===== src/rtl/reset_button_conditioner.sv =====
// Board-input conditioner: reset with async assert, sync release and a minimum
// hold, plus per-button synchronise/debounce with one-cycle press/release pulses.
module reset_button_conditioner #(
   parameter int sync_stages_p       = 2,
   parameter int num_buttons_p       = 3,
   parameter int debounce_cycles_p   = 250000,
   parameter int reset_hold_cycles_p = 16
) (
   input  logic                     clk_i,
   input  logic                     reset_n_async_i,
   input  logic [num_buttons_p-1:0] button_async_unsafe_i,
   output logic                     reset_o,
   output logic [num_buttons_p-1:0] button_o,
   output logic [num_buttons_p-1:0] button_press_o,
   output logic [num_buttons_p-1:0] button_release_o
);

   localparam int hold_w_lp = $clog2(reset_hold_cycles_p + 1);
   localparam int deb_w_lp  = $clog2(debounce_cycles_p + 1);
   localparam logic [hold_w_lp-1:0] hold_last_lp = hold_w_lp'(reset_hold_cycles_p - 1);
   localparam logic [deb_w_lp-1:0]  deb_last_lp  = deb_w_lp'(debounce_cycles_p - 1);

   logic [sync_stages_p-1:0] rst_sync_q, rst_sync_d;
   logic [hold_w_lp-1:0]     hold_cnt_q, hold_cnt_d;
   logic                     reset_q, reset_d;

   // Hold counter only runs once the constant-1 has reached the last stage.
   always_comb begin
      rst_sync_d = {rst_sync_q[sync_stages_p-2:0], 1'b1};
      hold_cnt_d = hold_cnt_q;
      reset_d    = reset_q;
      if (reset_q && rst_sync_q[sync_stages_p-1]) begin
         hold_cnt_d = hold_cnt_q + hold_w_lp'(1);
         if (hold_cnt_q == hold_last_lp) reset_d = 1'b0;
      end
   end

   always_ff @(posedge clk_i or negedge reset_n_async_i) begin
      if (!reset_n_async_i) begin
         rst_sync_q <= '0;
         hold_cnt_q <= '0;
         reset_q    <= 1'b1;
      end else begin
         rst_sync_q <= rst_sync_d;
         hold_cnt_q <= hold_cnt_d;
         reset_q    <= reset_d;
      end
   end

   assign reset_o = reset_q;

   for (genvar i = 0; i < num_buttons_p; i++) begin : g_btn
      logic [sync_stages_p-1:0] sync_q, sync_d;
      logic [deb_w_lp-1:0]      cnt_q, cnt_d;
      logic                     btn_q, btn_d;
      logic                     press_q, press_d;
      logic                     rel_q, rel_d;

      // Any cycle where synced agrees with the output restarts the count.
      always_comb begin
         sync_d = {sync_q[sync_stages_p-2:0], button_async_unsafe_i[i]};
         cnt_d  = '0;
         btn_d  = btn_q;
         if (reset_q) begin
            btn_d = 1'b0;
         end else if (sync_q[sync_stages_p-1] != btn_q) begin
            if (cnt_q == deb_last_lp) btn_d = ~btn_q;
            else                      cnt_d = cnt_q + deb_w_lp'(1);
         end
         press_d = btn_d & ~btn_q & ~reset_q;
         rel_d   = ~btn_d & btn_q & ~reset_q;
      end

      always_ff @(posedge clk_i or negedge reset_n_async_i) begin
         if (!reset_n_async_i) begin
            sync_q  <= '0;
            cnt_q   <= '0;
            btn_q   <= 1'b0;
            press_q <= 1'b0;
            rel_q   <= 1'b0;
         end else begin
            sync_q  <= sync_d;
            cnt_q   <= cnt_d;
            btn_q   <= btn_d;
            press_q <= press_d;
            rel_q   <= rel_d;
         end
      end

      assign button_o[i]         = btn_q;
      assign button_press_o[i]   = press_q;
      assign button_release_o[i] = rel_q;
   end

endmodule


===== config.mk =====
export PLATFORM = sky130hd
export DESIGN_NAME = reset_button_conditioner
export DESIGN_NICKNAME = d
export VERILOG_FILES = /design/src/rtl/reset_button_conditioner.sv
export SDC_FILE = /design/constraint.sdc
export NUM_CORES = 1
export LEC_CHECK = 0
export ABC_AREA = 1
export CAP_MARGIN = 5
export CELL_PAD_IN_SITES_DETAIL_PLACEMENT = 2
export CELL_PAD_IN_SITES_GLOBAL_PLACEMENT = 2
export CORE_MARGIN = 4
export CORE_UTILIZATION = 37
export CTS_CLUSTER_DIAMETER = 120
export CTS_CLUSTER_SIZE = 16
export DETAILED_ROUTE_END_ITERATION = 6
export GPL_TIMING_DRIVEN = 0
export MAX_ROUTING_LAYER = met4
export PLACE_DENSITY = 0.83
export SYNTH_ARGS = -nofsm -noshare
export SYNTH_HDL_FRONTEND = slang
export SYNTH_SLANG_ARGS = --single-unit
export TNS_END_PERCENT = 30

===== constraint.sdc =====
create_clock -name clk_i -period 1.8 [get_ports clk_i]
set_input_delay 0.45 -clock clk_i [delete_from_list [all_inputs] [get_ports clk_i]]
set_output_delay 0.45 -clock clk_i [all_outputs]
set_load 0.005 [all_outputs]

# Yosys cells after proc, flatten, opt, wreduce, memory -nomap -nowiden
# Index checks and enable logic that the tools add are counted.
[word_totals]
elab_cells = 68
register_bits = 77
out_inout_bits = 10
input_bits = 5
[op_classes]
muxes = 18
n_bitwise = 19
addsub = 4
eq_ne = 7
reduce_logical = 2
[op_table]
columns = ["cell", "n"]
rows = [
  ["two-way mux 18 bit", 9],
  ["adder 18 x 1 -> 18 bit (second input constant)", 3],
  ["equality test 18 bit (second input constant)", 3],
  ["AND 1 bit", 12],
  ["two-way mux 1 bit", 9],
  ["NOT 1 bit", 7],
  ["adder 5 x 1 -> 5 bit (second input constant)", 1],
  ["equality test 5 x 4 -> 1 bit (second input constant)", 1],
  ["!= test 1 bit", 3],
  ["AND reduction 2 bit", 1],
  ["logical AND 1 bit", 1],
]

# Depth between registers and ports, before layout
# Gate-level depths: netlist of run 1.
[logic_depth]
depth_word = 7
ltp_mapped = 8
depth_no_buf = 8

# Worst setup path before layout of run 1
# Ideal clock, no wire load.
[synth_timing]
path_kind = "flip-flop to flip-flop"
start = "register g_btn[1].cnt_q[0]"
end = "register g_btn[1].cnt_q[2]"
required_time_ps = 1680
setup_ps = 120
synth_period_minus_slack_ps = 1387
stages_incl_launch_ff = 8
arrival_time_ps = 1267
path_buffers = 1
setup_slack_ps = 413
cell_sequence = "dfrtp_1 > ha_1 > nand3_1 > nor2_1 > a21oi_4 > inv_2 > buf_6 > nor2_1"
[synth_between]
elab_chain_len = 4
word_cells_on_any_way = 5
cone_classes = "1 x add/sub; 1 x eq/ne; 3 x mux"
[synth_lines]
columns = ["element", "line_no", "text"]
rows = [
  ["start: declaration", "54", "logic [deb_w_lp-1:0] cnt_q, cnt_d;"],
  ["start signal: assignment", "83", "cnt_q <= cnt_d;"],
  ["adder 18 x 1 -> 18 bit or equality test 18 bit (tied branches)", "68, 67", ""],
  ["two-way mux 18 bit *", "67", "if (cnt_q == deb_last_lp) btn_d = ~btn_q;"],
  ["two-way mux 18 bit *", "66", "end else if (sync_q[sync_stages_p-1] != btn_q) begin"],
  ["two-way mux 18 bit *", "64", "if (reset_q) begin"],
  ["via g_btn[1].cnt_d[2]", "54", ""],
]
# The timed path passes the listed nets; every way through them passes the cells marked *.
# A chain may end at the register's enable or synchronous reset.

# Worst setup path in the final report of run 1
[layout_timing]
start = "register g_btn[0].press_q"
end = "output port button_press_o[0]"
[layout_lines]
columns = ["element", "line_no", "text"]
rows = [
  ["start: declaration", "56", "logic press_q, press_d;"],
  ["start signal: assignment", "85", "press_q <= press_d;"],
  ["end: declaration", "14", "output logic [num_buttons_p-1:0] button_press_o,"],
]
# No word-level cell between the ends.

==> impl_summary.log, run 1 <==
[metrics] worst setup timing slack at the placement stage: 0.108 ns
[metrics] Final Max Tran Viols: 0
[metrics] category of the worst setup path launch point: register
[metrics] Final Cell Area: 4460 µm²
[metrics] CP Capture Type: output pin
[metrics] number of iterations in the first detailed-routing pass: 4
[metrics] filler cell count in the final layout: 1189
[metrics] number of antenna violations at the first check in global routing: 0
[metrics] post-synthesis compound-gate area fraction: 0.0328
[metrics] Yosys reg bits: 77
[metrics] clock-pin slew reported for the worst setup and hold paths after clock tree synthesis: 0.08 ns
[metrics] combinational family with the most area after synthesis: simple AND/OR/NAND/NOR gates
[metrics] fraction of final layout cells sized beyond drive strength 1: 0.160
[metrics] clock tree from TritonCTS: done
[metrics] setup repair after global routing missed its margin: no
[metrics] Cell Area, Synth: between 3000 and 4000 µm²
[metrics] Min-Delay Path Class: in -> async
[metrics] Port Buffer Count: 14
[metrics] violation count after the first detailed-route iteration: 103
[metrics] average detailed-routed wire length per instance: 16.1 µm
[metrics] clock tree buffer depth: 2
[metrics] fraction of the mapped netlist area in simple logic gates: 0.313
[metrics] Fin Hold WS: 0.0373 ns
[metrics] mean cell area of the mapped netlist: 8.24 µm²
[metrics] Routability Congestion: 0.759
[metrics] pin count of the biggest net entering global routing: 44
[metrics] total routed wirelength: approximately 10000 µm
[metrics] measured slew at the worst slew-check pin: 0.504 ns
[metrics] final routed DRC violation total: 0
[metrics] result of the run: finished, final reports clean
[metrics] layer carrying the most global-route usage: met2
[metrics] Total Nets Final: between 500 and 600
[metrics] remaining number of nets flagged by the antenna check after routing: 0
[metrics] Worst Skew: 0.00645 ns
[metrics] largest area contributor in the netlist: sky130_fd_sc_hd__dfrtp_1
[metrics] P_leak: 1.96 nW
[metrics] CTS sink count: 77
[metrics] share of synthesized area spent on multiplexers: 0.00287
[metrics] crit path max fanout: 1
[metrics] Floorplan Core Area: 10300 µm²
[metrics] final hold viol count: 0
[metrics] CP Data Arrival Time: ~1.3 ns
[metrics] Pwr per Cell Area: 706 nW/µm²
[metrics] Reg area: just under 2000 µm²
[metrics] final period demand of the worst path: 1.74 ns
[metrics] ant diodes: 0
[metrics] Die Ht: 111 µm
[metrics] Synth Instances: 477
[metrics] Congestion Overflow GR: 0
[metrics] DR vias/cell: slightly below 5
[metrics] total vias in the final route: around 3200
[metrics] synthesized netlist net count: 487
[metrics] synthesized-area fraction occupied by xor and xnor cells: 0.0713
[metrics] worst-case setup margin in the final layout: 0.0619 ns
[metrics] total chip power: between 3 and 4 mW
[metrics] register-to-register setup slack: ~0.12 ns
[metrics] cts-stage hold buffer count: 0
[metrics] count of unique library cells instantiated by Yosys: 26
[metrics] achievable clock frequency: 0.575 GHz
[metrics] I/O pin count: 15
[metrics] GRT Overall Usage: 0.190
[metrics] number of setup violations in the final report: 0
[metrics] growth of design area from synthesis to finish: 13.5%
[metrics] CTS Root Buffer Type: sky130_fd_sc_hd__clkbuf_8
[metrics] first-pass GRT wire length: 18200 µm
[metrics] top cell type's share of synthesized area: 0.484
[metrics] relative slew slack: 0.664
[metrics] total half-perimeter wirelength after legalization and detailed placement: 7650 µm
[metrics] max-cap violations: 0
[metrics] synthesis warning total: 0
[metrics] overall die width: 111 µm
[metrics] worst-skew pair later-pin latency: 0.37 ns
[metrics] adder and majority gate portion of the synthesized area: 0.0159
[metrics] # rows: 37
[metrics] area occupied by multi-input gates: 1720 µm²
[metrics] area post-placement: approximately 4300 µm²
[metrics] required time of the critical path: approximately 1.4 ns
[metrics] category of the most critical setup path: reg -> out
[metrics] routing usage on met3: 0.0469
[metrics] global routing met1 resource utilization: 0.205
[metrics] maximum resistive drop on vdd: 0.447 mV
[metrics] number of global-route vias before repair: about 3700
[metrics] area of the die: 12300 µm²
[metrics] number of buffers inserted during clock tree synthesis: 9
[metrics] Tcrit/Tclk final: 0.966
[metrics] deepest level of the CTS H-tree: 3
[metrics] largest cells by area after synthesis: sky130_fd_sc_hd__dfrtp_1 (48%), sky130_fd_sc_hd__nor2_1 (9.6%), sky130_fd_sc_hd__nand2_1 (9.4%), sky130_fd_sc_hd__xor2_1 (5.6%), sky130_fd_sc_hd__nor2_2 (4.5%)
[metrics] global routing met2 resource utilization: 0.342
[metrics] effective utilization at floorplan: 0.381
[metrics] sequential cell area fraction in the yosys report: 0.491
## power by group
| part | internal (mW) | switching [mW] |
|---|---|---|
| clock network | 0.570 | 0.663 |
| registers | 1.75 | 0.0225 |
| logic | 0.0457 | 0.0924 |
| total | 2.37 | 0.778 |
## synth_stat cells
| master | instances |
|---|---|
| sky130_fd_sc_hd__mux2_2 | 1 |
| sky130_fd_sc_hd__o21ai_0 | 4 |
| sky130_fd_sc_hd__a21oi_4 | 3 |
| sky130_fd_sc_hd__inv_1 | 45 |
| sky130_fd_sc_hd__nand3_1 | 32 |
| sky130_fd_sc_hd__nor2_2 | 28 |
| sky130_fd_sc_hd__nor2_1 | 101 |
| sky130_fd_sc_hd__nand4_1 | 13 |
| sky130_fd_sc_hd__ha_1 | 5 |
| sky130_fd_sc_hd__nand2_2 | 1 |
| sky130_fd_sc_hd__nor3_2 | 1 |
| sky130_fd_sc_hd__xnor2_1 | 7 |
| sky130_fd_sc_hd__nor3_1 | 4 |
| sky130_fd_sc_hd__dfrtp_1 | 76 |
| sky130_fd_sc_hd__dfstp_2 | 1 |
| sky130_fd_sc_hd__nand2_1 | 98 |
| sky130_fd_sc_hd__a21oi_1 | 9 |
| sky130_fd_sc_hd__buf_6 | 3 |
| sky130_fd_sc_hd__clkbuf_1 | 1 |
| sky130_fd_sc_hd__xor2_1 | 25 |
| sky130_fd_sc_hd__nand3_2 | 1 |
| sky130_fd_sc_hd__buf_4 | 9 |
| sky130_fd_sc_hd__conb_1 | 1 |
| sky130_fd_sc_hd__nor4_1 | 3 |
| sky130_fd_sc_hd__o21bai_1 | 2 |
| sky130_fd_sc_hd__inv_2 | 3 |
## state kept, by name, indices dropped and copies added (netlist names)
register / cells
hold_cnt_q: 5
g_btn.rel_q: 3
g_btn.sync_q: 6
rst_sync_q: 2
g_btn.btn_q: 3
reset_o: 1
g_btn.press_q: 3
g_btn.cnt_q: 54
## final timing paths
check	cells past startpoint	start	to
max in group asynchronous	2	reset_n_async_i	reset_o
min reg2reg	0	rst_sync_q[0]	rst_sync_q[1]
max	2	g_btn[0].press_q	button_press_o[0]
max reg2reg	7	g_btn[0].cnt_q[0]	g_btn[0].cnt_q[12]
min	1	reset_n_async_i	g_btn[0].cnt_q[13]
min in group clk_i	0	rst_sync_q[0]	rst_sync_q[1]
## through the flow
stage               TNS, ns   util  instances
finish                    0  0.432        648
floorplan                 0      -        477
CTS                       0  0.432        648
global placement    -198.39  0.411        627
detailed placement        0  0.413        628
global route              0  0.432        648
## cells by family after synthesis
family                     after synthesis
and+or+nand+nor                        282
xor gates and xnor gates                32
adders and majority gates                5
muxes                                    1
DFF                                     77
other                                    1
buffers and inverters                   61
AOI/OAI and AO/OA                       18
## routing by layer
| metal | vias up | wire [µm] |
|---|---|---|
| li1 | 1540 | - |
| met1 | 1604 | 4380 |
| met2 | 21 | 5640 |
| met3 | 17 | 230 |
| met4 | 0 | 166 |
| met5 | - | 0 |
## area by class of cell
| type | count | share of cell area |
|---|---|---|
| clock inverter | 4 | 0.00505 |
| timing repair buffer | 19 | 0.0396 |
| clock buffer | 12 | 0.0348 |
| buffer | 13 | 0.0239 |
| inverter | 48 | 0.0404 |
| sequential | 77 | 0.433 |
| multi-input combinational | 339 | 0.385 |
| tap | 136 | 0.0382 |
## critical path: stages (launching register included)
cell                              delay (ns)
sky130_fd_sc_hd__dfrtp_1                0.36
sky130_fd_sc_hd__buf_4                  0.12
sky130_fd_sc_hd__clkdlybuf4s50_1        0.43
## layout by cell type, fill, tap and decap left out, drive strengths merged
cell type      synthesis  layout
nor4                   3       3
dfstp                  1       1
dlygate4sd2            0       1
a21oi                 12      12
nor3                   5       5
o21ai                  4       4
clkinv                 0       3
o21bai                 2       2
clkbuf                 1      13
clkinvlp               0       1
clkdlybuf4s50          0       5
nand4                 13      13
nor2                 129     129
inv                   48      48
dfrtp                 76      76
buf                   12      25
conb                   1       1
nand3                 33      33
mux2                   1       1
xnor2                  7       7
xor2                  25      25
nand2                 99      99
ha                     5       5
## what timing repair did
item	4_1_cts	5_1_grt
gates resized for setup	5	7
gates cloned	0	0
pin swaps	0	1
endpoints found under the setup margin	4	7
setup buffers	4	0
Power figures use the tool's default switching activity.
==> run 2, diff against run 1 <==
- CORE_ASPECT_RATIO: default -> 1.5
==> impl_summary.log, run 2 (same netlist as run 1, synthesis figures left out) <==
[metrics] result of the run: finished, final reports clean
[metrics] Tcrit/Tclk final: 0.963
[metrics] global routing met2 resource utilization: 0.392
[metrics] capturing element of the worst setup path: button_release_o[2]
[metrics] CP Capture Type: output pin
[metrics] Floorplan Core Area: 10200 µm²
[metrics] clock tree from TritonCTS: done
[metrics] category of the worst setup path launch point: register
[metrics] number of buffers inserted during clock tree synthesis: 9
[metrics] final routed DRC violation total: 0
[metrics] final cell utilization of the core: 0.450
[metrics] CP Data Arrival Time: 1.28 ns
[metrics] max-cap violations: 0
[metrics] Congestion Overflow GR: 0
[metrics] Pwr per Cell Area: 848 nW/µm²
[metrics] Port Buffer Count: 14
[metrics] Crit-path slowest cell: sky130_fd_sc_hd__clkdlybuf4s50_1
[metrics] CP max stage delay: around 0.46 ns
[metrics] worst reg2reg path depth: 7
[metrics] P_leak: between 2 and 2.5 nW
[metrics] Largest Register: g_btn.cnt_q
[metrics] CTS Root Buffer Type: sky130_fd_sc_hd__clkbuf_16
[metrics] violation count after the first detailed-route iteration: 126
[metrics] relative slew slack: 0.659
[metrics] share of total power in the clock network: 0.510
[metrics] most common cell after layout, fill and taps aside: sky130_fd_sc_hd__nor2_1
[metrics] clock-pin slew reported for the worst setup and hold paths after clock tree synthesis: 0.06 ns
[metrics] launch instance of the worst register-to-register path: g_btn[1].cnt_q[0]
[metrics] achievable clock frequency: 0.577 GHz
[metrics] CTS sink count: between 70 and 80
[metrics] overall die width: approximately 92 µm
[metrics] # rows: 45
[metrics] critical register-to-register path endpoint: g_btn[1].cnt_q[12]
[metrics] largest registers in the final layout: g_btn.cnt_q: 54 flops, g_btn.sync_q: 6 flops, hold_cnt_q: 5 flops
[metrics] final period demand of the worst path: 1.73 ns
[metrics] worst-skew pair later-pin latency: 0.34 ns
[metrics] measured slew at the worst slew-check pin: 0.508 ns
[metrics] DR vias/cell: 4.92
[metrics] Net Sw Frac: 0.219
[metrics] ant diodes: 0
[metrics] portion of total power attributed to combinational logic: 0.034
[metrics] deepest level of the CTS H-tree: 3
[metrics] Fin Hold WS: 0.0434 ns
[metrics] number of iterations in the first detailed-routing pass: 4
[metrics] setup repair after global routing missed its margin: no
[metrics] final hold viol count: 0
[metrics] maximum resistive drop on vdd: 0.482 mV
[metrics] total routed wirelength: approximately 11000 µm
[metrics] Routability Congestion: roughly 0.8
[metrics] layer carrying the most global-route usage: met2
[metrics] remaining number of nets flagged by the antenna check after routing: 0
[metrics] crit path max fanout: 1
[metrics] Final Max Tran Viols: 0
[metrics] cell-internal power: 3.05 mW
[metrics] Die Ht: ~130 µm
[metrics] required time of the critical path: 1.35 ns
[metrics] Psw: around 0.86 mW
[metrics] register-to-register setup slack: 0.13 ns
[metrics] filler cell count in the final layout: between 1000 and 1500
[metrics] first-pass GRT wire length: 19300 µm
[metrics] pin count of the biggest net entering global routing: 49
[metrics] critical-path cell list: buf_4 > clkdlybuf4s50_1
[metrics] most used cells in the layout excluding fill and tap cells: sky130_fd_sc_hd__nor2_1 (99), sky130_fd_sc_hd__nand2_1 (98), sky130_fd_sc_hd__dfrtp_1 (73), sky130_fd_sc_hd__inv_1 (45), sky130_fd_sc_hd__nand3_1 (32)
[metrics] fraction of final layout cells sized beyond drive strength 1: 0.155
[metrics] number of antenna violations at the first check in global routing: 0
[metrics] routing usage on met3: 0.0376
[metrics] total vias in the final route: ~3200
[metrics] global routing met1 resource utilization: 0.210
[metrics] Worst Skew: 0.00876 ns
[metrics] number of setup violations in the final report: 0
[metrics] Min-Delay Path Class: in -> async
[metrics] I/O pin count: 15
[metrics] effective utilization at floorplan: 0.383
[metrics] clock tree buffer depth: 2
[metrics] total half-perimeter wirelength after legalization and detailed placement: 7550 µm
[metrics] area of the die: 12400 µm²
[metrics] start point of the critical path: g_btn[2].rel_q
[metrics] GRT Overall Usage: 0.206
[metrics] Total Nets Final: 515
[metrics] number of global-route vias before repair: 3722
[metrics] Sequential Power Share: 0.455
[metrics] average detailed-routed wire length per instance: about 17 µm
[metrics] growth of design area from synthesis to finish: 17.4%
[metrics] flip-flop count of the largest register, all copies and words added: 54
[metrics] category of the most critical setup path: reg -> out
[run 2: how the worst min path moves through the flow]
stage,end,startpoint,depth (start not counted)
2_1_floorplan,g_btn[0].btn_q,reset_n_async_i,0
3_3_place_gp,rst_sync_q[1],rst_sync_q[0],0
3_5_place_dp,rst_sync_q[1],rst_sync_q[0],0
4_1_cts,g_btn[2].cnt_q[0],reset_n_async_i,1
5_1_grt,g_btn[2].cnt_q[0],reset_n_async_i,1
6_report,g_btn[2].cnt_q[0],reset_n_async_i,1
[run 2: per-layer routing]
metal  routed length (µm)  vias up
met5                    0        -
met4                  226        0
li1                     -     1539
met2                 6540       34
met1                 4320     1608
met3                  238       23
[run 2: cell type report]
type	count	area (µm²)	share of cell area
Multi-Input combinational cell	339	1720	0.373
Timing Repair Buffer	17	171	0.0372
Clock buffer	10	239	0.0518
Tap cell	141	176	0.0383
Clock inverter	6	86.3	0.0187
Buffer	13	105	0.0228
Sequential cell	77	1930	0.419
Inverter	48	180	0.0391
[run 2: critical path: cells and delay by family, from the launching register on]
| family | cells | cell delay (ns) |
|---|---|---|
| buffers and inverters | 2 | 0.59 |
| DFF | 1 | 0.36 |
[run 2: power groups by stage]
stage | Clock, mW | Sequential, mW | Combinational (mW)
6_report | 1.99 | 1.78 | 0.135
5_1_grt | 2.13 | 1.78 | 0.159
4_1_cts | 2.05 | 1.78 | 0.142
3_5_place_dp | 0 | 1.81 | 0.141
3_3_place_gp | 0 | 1.81 | 0.127
2_1_floorplan | 0 | 1.80 | 0.0685
[run 2: what timing repair did]
item                                    4_1_cts  5_1_grt
resized for setup                             6        3
hold buffers                                  0        0
pin swaps                                     0        1
endpoints found under the setup margin        4       12
buffers inserted                              2        0
[run 2: metrics by stage]
stage          setup slack (ns)  std cells  power, mW  instance area (µm²)  TNS (ns)
2_1_floorplan             0.413        477       1.87                 3930         0
3_3_place_gp              -2.57        632       1.94                 4250   -196.46
3_5_place_dp              0.113        633       1.95                 4270         0
4_1_cts                  0.0144        651       3.97                 4610         0
5_1_grt                 0.00524        651       4.07                 4610         0
6_report                 0.0667        651       3.91                 4610         0
==> run 3, diff against run 2 <==
- SKIP_CTS_REPAIR_TIMING: default -> 1
==> impl_summary.log, run 3 (same netlist as run 1, synthesis figures left out) <==
[metrics] filler cell count in the final layout: approximately 1200
[metrics] Die Ht: roughly 130 µm
[metrics] Total Nets Final: 517
[metrics] worst-case setup margin in the final layout: 0.0641 ns
[metrics] setup repair after global routing missed its margin: no
[metrics] number of global-route vias before repair: 3703
[metrics] most common cell after layout, fill and taps aside: sky130_fd_sc_hd__nor2_1
[metrics] CTS Root Buffer Type: sky130_fd_sc_hd__clkbuf_16
[metrics] total half-perimeter wirelength after legalization and detailed placement: 7550 µm
[metrics] worst-skew pair later-pin latency: approximately 0.33 ns
[metrics] I/O pin count: 15
[metrics] CP Capture Type: output pin
[metrics] achievable clock frequency: 0.576 GHz
[metrics] remaining number of nets flagged by the antenna check after routing: 0
[metrics] GRT Overall Usage: 0.204
[metrics] effective utilization at floorplan: 0.383
[metrics] clock tree buffer depth: 2
[metrics] area post-placement: about 4300 µm²
[metrics] worst setup timing slack at the placement stage: between 0.1 and 0.15 ns
[metrics] category of the most critical setup path: reg -> out
[metrics] largest registers in the final layout: g_btn.cnt_q: 54 flops, g_btn.sync_q: 6 flops, hold_cnt_q: 5 flops
[metrics] Largest Register: g_btn.cnt_q
[metrics] CP Data Arrival Time: 1.29 ns
[metrics] Floorplan Core Area: 10200 µm²
[metrics] area occupied by multi-input gates: 1720 µm²
[metrics] crit path max fanout: 1
[metrics] relative slew slack: 0.658
[metrics] Pwr per Cell Area: 841 nW/µm²
[metrics] violation count after the first detailed-route iteration: 82
[metrics] total routed wirelength: roughly 11000 µm
[metrics] # rows: 45
[metrics] final period demand of the worst path: 1.74 ns
[metrics] average detailed-routed wire length per instance: 17.3 µm
[metrics] Reg area: 1930 µm²
[metrics] Worst Skew: 0.00771 ns
[metrics] Port Buffer Count: 14
[metrics] measured slew at the worst slew-check pin: around 0.51 ns
[metrics] max-cap violations: 0
[metrics] required time of the critical path: 1.35 ns
[metrics] Min-Delay Path Class: in -> async
[metrics] Tcrit/Tclk final: 0.964
[metrics] final hold viol count: 0
[metrics] CTS sink count: 77
[metrics] pin count of the biggest net entering global routing: 49
[metrics] Setup TNS Final: 0 ns
[metrics] DR vias/cell: between 4 and 5
[metrics] deepest level of the CTS H-tree: 3
[metrics] number of buffers inserted during clock tree synthesis: 9
[metrics] maximum resistive drop on vdd: around 0.48 mV
[metrics] category of the worst setup path launch point: register
[metrics] most used cells in the layout excluding fill and tap cells: sky130_fd_sc_hd__nor2_1 (99), sky130_fd_sc_hd__nand2_1 (98), sky130_fd_sc_hd__dfrtp_1 (73), sky130_fd_sc_hd__inv_1 (45), sky130_fd_sc_hd__nand3_1 (32)
[metrics] result of the run: finished, final reports clean
[metrics] clock tree from TritonCTS: done
[metrics] first-pass GRT wire length: 19100 µm
[metrics] final cell utilization of the core: 0.453
[metrics] ant diodes: 0
[metrics] flip-flop count of the largest register, all copies and words added: between 50 and 60
[metrics] Final Cell Area: 4640 µm²
[metrics] area of the die: ~12000 µm²
[metrics] overall die width: between 90 and 100 µm
[metrics] final routed DRC violation total: 0
[metrics] clock-pin slew reported for the worst setup and hold paths after clock tree synthesis: 0.06 ns
[metrics] Routability Congestion: around 0.8
[metrics] number of antenna violations at the first check in global routing: 0
[metrics] Fin Hold WS: 0.0466 ns
[metrics] number of setup violations in the final report: 0
[metrics] total vias in the final route: 3206
[metrics] P_leak: 2.06 nW
[metrics] fraction of final layout cells sized beyond drive strength 1: 0.154
[metrics] Final Max Tran Viols: 0
[metrics] Congestion Overflow GR: 0
[metrics] growth of design area from synthesis to finish: 18.1%
[metrics] number of iterations in the first detailed-routing pass: 4
## run 3: changes by cell type in the layout (fill, tap and decap cells not counted)
| cell | delta |
|---|---|
| sky130_fd_sc_hd__dlymetal6s2s_1 | +3 |
| sky130_fd_sc_hd__dlygate4sd2_1 | -1 |
## run 3: routing by layer
layer	vias up	wire (µm)	GRT usage
met3	20	263	0.0365
met5	-	0	-
met2	35	6550	0.389
met4	0	208	0.0636
li1	1541	-	-
met1	1610	4300	0.207
## run 3: path summary, 6_finish.rpt
kind | startpoint | end | slack (ns) | cells after the start
min in group clk_i | rst_sync_q[0] | rst_sync_q[1] | 0.35 | 0
hold reg to reg | rst_sync_q[0] | rst_sync_q[1] | 0.35 | 0
hold / removal | reset_n_async_i | g_btn[2].cnt_q[0] | 0.05 | 1
max in group asynchronous | reset_n_async_i | g_btn[0].btn_q | 1.15 | 2
setup / recovery | g_btn[1].press_q | button_press_o[1] | 0.06 | 2
setup reg to reg | g_btn[1].cnt_q[0] | g_btn[1].cnt_q[7] | 0.14 | 7
## run 3: where the power goes
group | internal [mW] | switching, mW | leakage [nW]
logic | 0.0454 | 0.0896 | 0.861
registers | 1.76 | 0.0231 | 1.04
clock network | 1.25 | 0.740 | 0.158
## run 3: cell type report
cell class	count	share of cell area
plain buffers	13	0.0227
repair buffers	19	0.0431
clock buffers	10	0.0515
inverters	48	0.0388
clock inverters	6	0.0186
multi-input cells	339	0.371
well taps	141	0.0380
flip-flops and latches	77	0.416
## run 3: critical path: stages, from the launching register on
cell and delay, ns:
sky130_fd_sc_hd__dfrtp_1 0.38, sky130_fd_sc_hd__buf_4 0.13, sky130_fd_sc_hd__clkdlybuf4s50_1 0.44
## run 3: metrics by stage
stage / cells / power, mW
floorplan: 477 / 1.87
global placement: 632 / 1.94
detailed placement: 633 / 1.95
CTS: 649 / 3.97
global route: 653 / 4.07
finish: 653 / 3.90
==> edit (settings of run 3) <==
Make the reset (`reset_n_async_i`) synchronous in 2 clocked blocks. Comments in the files are not updated.
--- a/src/rtl/reset_button_conditioner.sv
+++ b/src/rtl/reset_button_conditioner.sv
@@ -37,3 +37,3 @@
 
-   always_ff @(posedge clk_i or negedge reset_n_async_i) begin
+   always_ff @(posedge clk_i) begin
       if (!reset_n_async_i) begin
@@ -73,3 +73,3 @@
 
-      always_ff @(posedge clk_i or negedge reset_n_async_i) begin
+      always_ff @(posedge clk_i) begin
          if (!reset_n_async_i) begin
Behaviour: no difference found for any inputs over 10 cycles, from zero or initial values and one cycle with reset_n_async_i low; that may be too few to reach the edited logic, so the function may still have changed.
==> edit against run 3 <==
Count of clock-buffer cells in the layout is 1 higher; wire length is 2.4% lower; synthesized area decreased by 5.7%; hold slack gained 0.32 ns; via count is 9.6% higher; sequential share of layout area shrank 6.0 points; setup slack lost 0.0013 ns; register-to-register slack got worse by 0.04 ns; sequential cell count did not move; final area decreased by 6.0%; critical path type unchanged.
Power is not compared: it rests on default switching activity, and its combinational part moved more than twofold at a synthesized area within 25%.
==> edit: results (changes against run 3) <==
R2R Path Start g_btn[1].cnt_q[0] (unchanged); Min Clock Period, post-route 1.737 ns (was 1.736 ns); largest cells by area after synthesis dfxtp_1 (42%), nand2_1 (14%), nor2_1 (11%), inv_1 (6.8%), a21oi_1 (3.8%) (was dfrtp_1 (48%), nor2_1 (9.6%), nand2_1 (9.4%), xor2_1 (5.6%), nor2_2 (4.5%)); fraction of registers with async set or reset after synthesis 0 (was 1.000); worst-path fanout max 4 (was 1); DP Area 3988 µm² (was 4270 µm²); outcome complete, no violations (unchanged); overall fraction of global-route tracks in use 0.2140 (was 0.2037); dpl ws -0.3718 ns (was 0.1131 ns); register-to-register setup slack 0.10 ns (was 0.14 ns); largest net degree at the start of global routing 13 (was 49); vias in the first global route 3944 (was 3703); Placer Congestion 0.8396 (was 0.8008); clk_skew 0.005036 ns (was 0.007708 ns); worst slew pin tran 0.5025 ns (was 0.5097 ns); share of layout cells above drive strength 1 0.1080 (was 0.1543); first-pass GRT wire length 18.65 mm (was 19.13 mm); r2r worst-path depth 8 (was 7); nets@finish 580 (was 517); vias 3514 (was 3206); Post-DP HPWL 8.111 mm (was 7.552 mm); Iteration-0 DRC Markers 93 (was 82); Wirelength per Cell 16.03 µm (was 17.34 µm); worst hold path type primary input to register (was primary input to async pin); top post-synthesis cells by count nand2_1 (136), nor2_1 (104), dfxtp_1 (77), inv_1 (67) (was nor2_1 (101), nand2_1 (98), dfrtp_1 (76), inv_1 (45), nand3_1 (32))
[edit: cell types whose count changed in the layout (fill, tap and decap cells not counted), sizes merged, moves of 8 or more]
cell   delta
a21oi    +22
dfrtp    -76
dfxtp    +77
inv      +21
nand2    +40
nor2     -21
nor3      +9
o21ai     +8
xor2     -15
[edit: per-stage QoR]
stage	cells	total power [µW]	hold WS, ns	TNS (ns)
after floorplan	544	1783	0.3905	0
final	689	3726	0.3642	0
after detailed placement	673	1802	0.4094	-13.84
after CTS	688	3778	0.4284	-1.752
after global placement	673	1797	0.3962	-10.88
after global routing	689	3847	0.3762	-0.02559
[edit: final cells by class]
class,instances,share of cell area
Buffer,14,0.02496
Clock buffer,11,0.05565
Clock inverter,4,0.01664
Inverter,69,0.05938
Multi-Input combinational cell,384,0.4211
Sequential cell,77,0.3560
Tap cell,115,0.03299
Timing Repair Buffer,15,0.03328
[edit: worst min-delay path by stage]
stage | slack [ns] | cells after the start | from | end
global route | 0.38 | 1 | reset_n_async_i | rst_sync_q[0]
finish | 0.36 | 1 | reset_n_async_i | rst_sync_q[0]
detailed placement | 0.41 | 2 | g_btn[1].sync_q[0] | g_btn[1].sync_q[1]
floorplan | 0.39 | 2 | g_btn[0].sync_q[0] | g_btn[0].sync_q[1]
global placement | 0.40 | 2 | rst_sync_q[0] | rst_sync_q[1]
CTS | 0.43 | 2 | g_btn[2].sync_q[0] | g_btn[2].sync_q[1]
[edit: metal layers]
metal	GRT usage	vias to the layer above	wire [µm]
li1	-	1745	-
met1	0.2169	1725	4382
met2	0.3970	25	6236
met3	0.03576	19	169
met4	0.08414	0	257
met5	-	-	0
[edit: cells by family after synthesis]
kind of cell             synth area share
XOR/XNOR                          0.03074
flip-flops                         0.4162
buffers and inverters             0.09932
AND/OR/NAND/NOR                    0.3676
AO/OA/AOI/OAI                     0.06926
adder cells (fa/ha/maj)           0.01689
[edit: power by group]
group | internal [µW] | switching, µW | total (µW)
registers | 1710 | 8.74 | 1720
logic | 16.5 | 20.1 | 36.6
clock network | 1240 | 724 | 1970
[edit: critical path, delay by kind of cell, from the launching register on]
| family | cells | cell delay, ns |
|---|---|---|
| flip-flops | 1 | 0.36 |
| buffers and inverters | 2 | 0.59 |
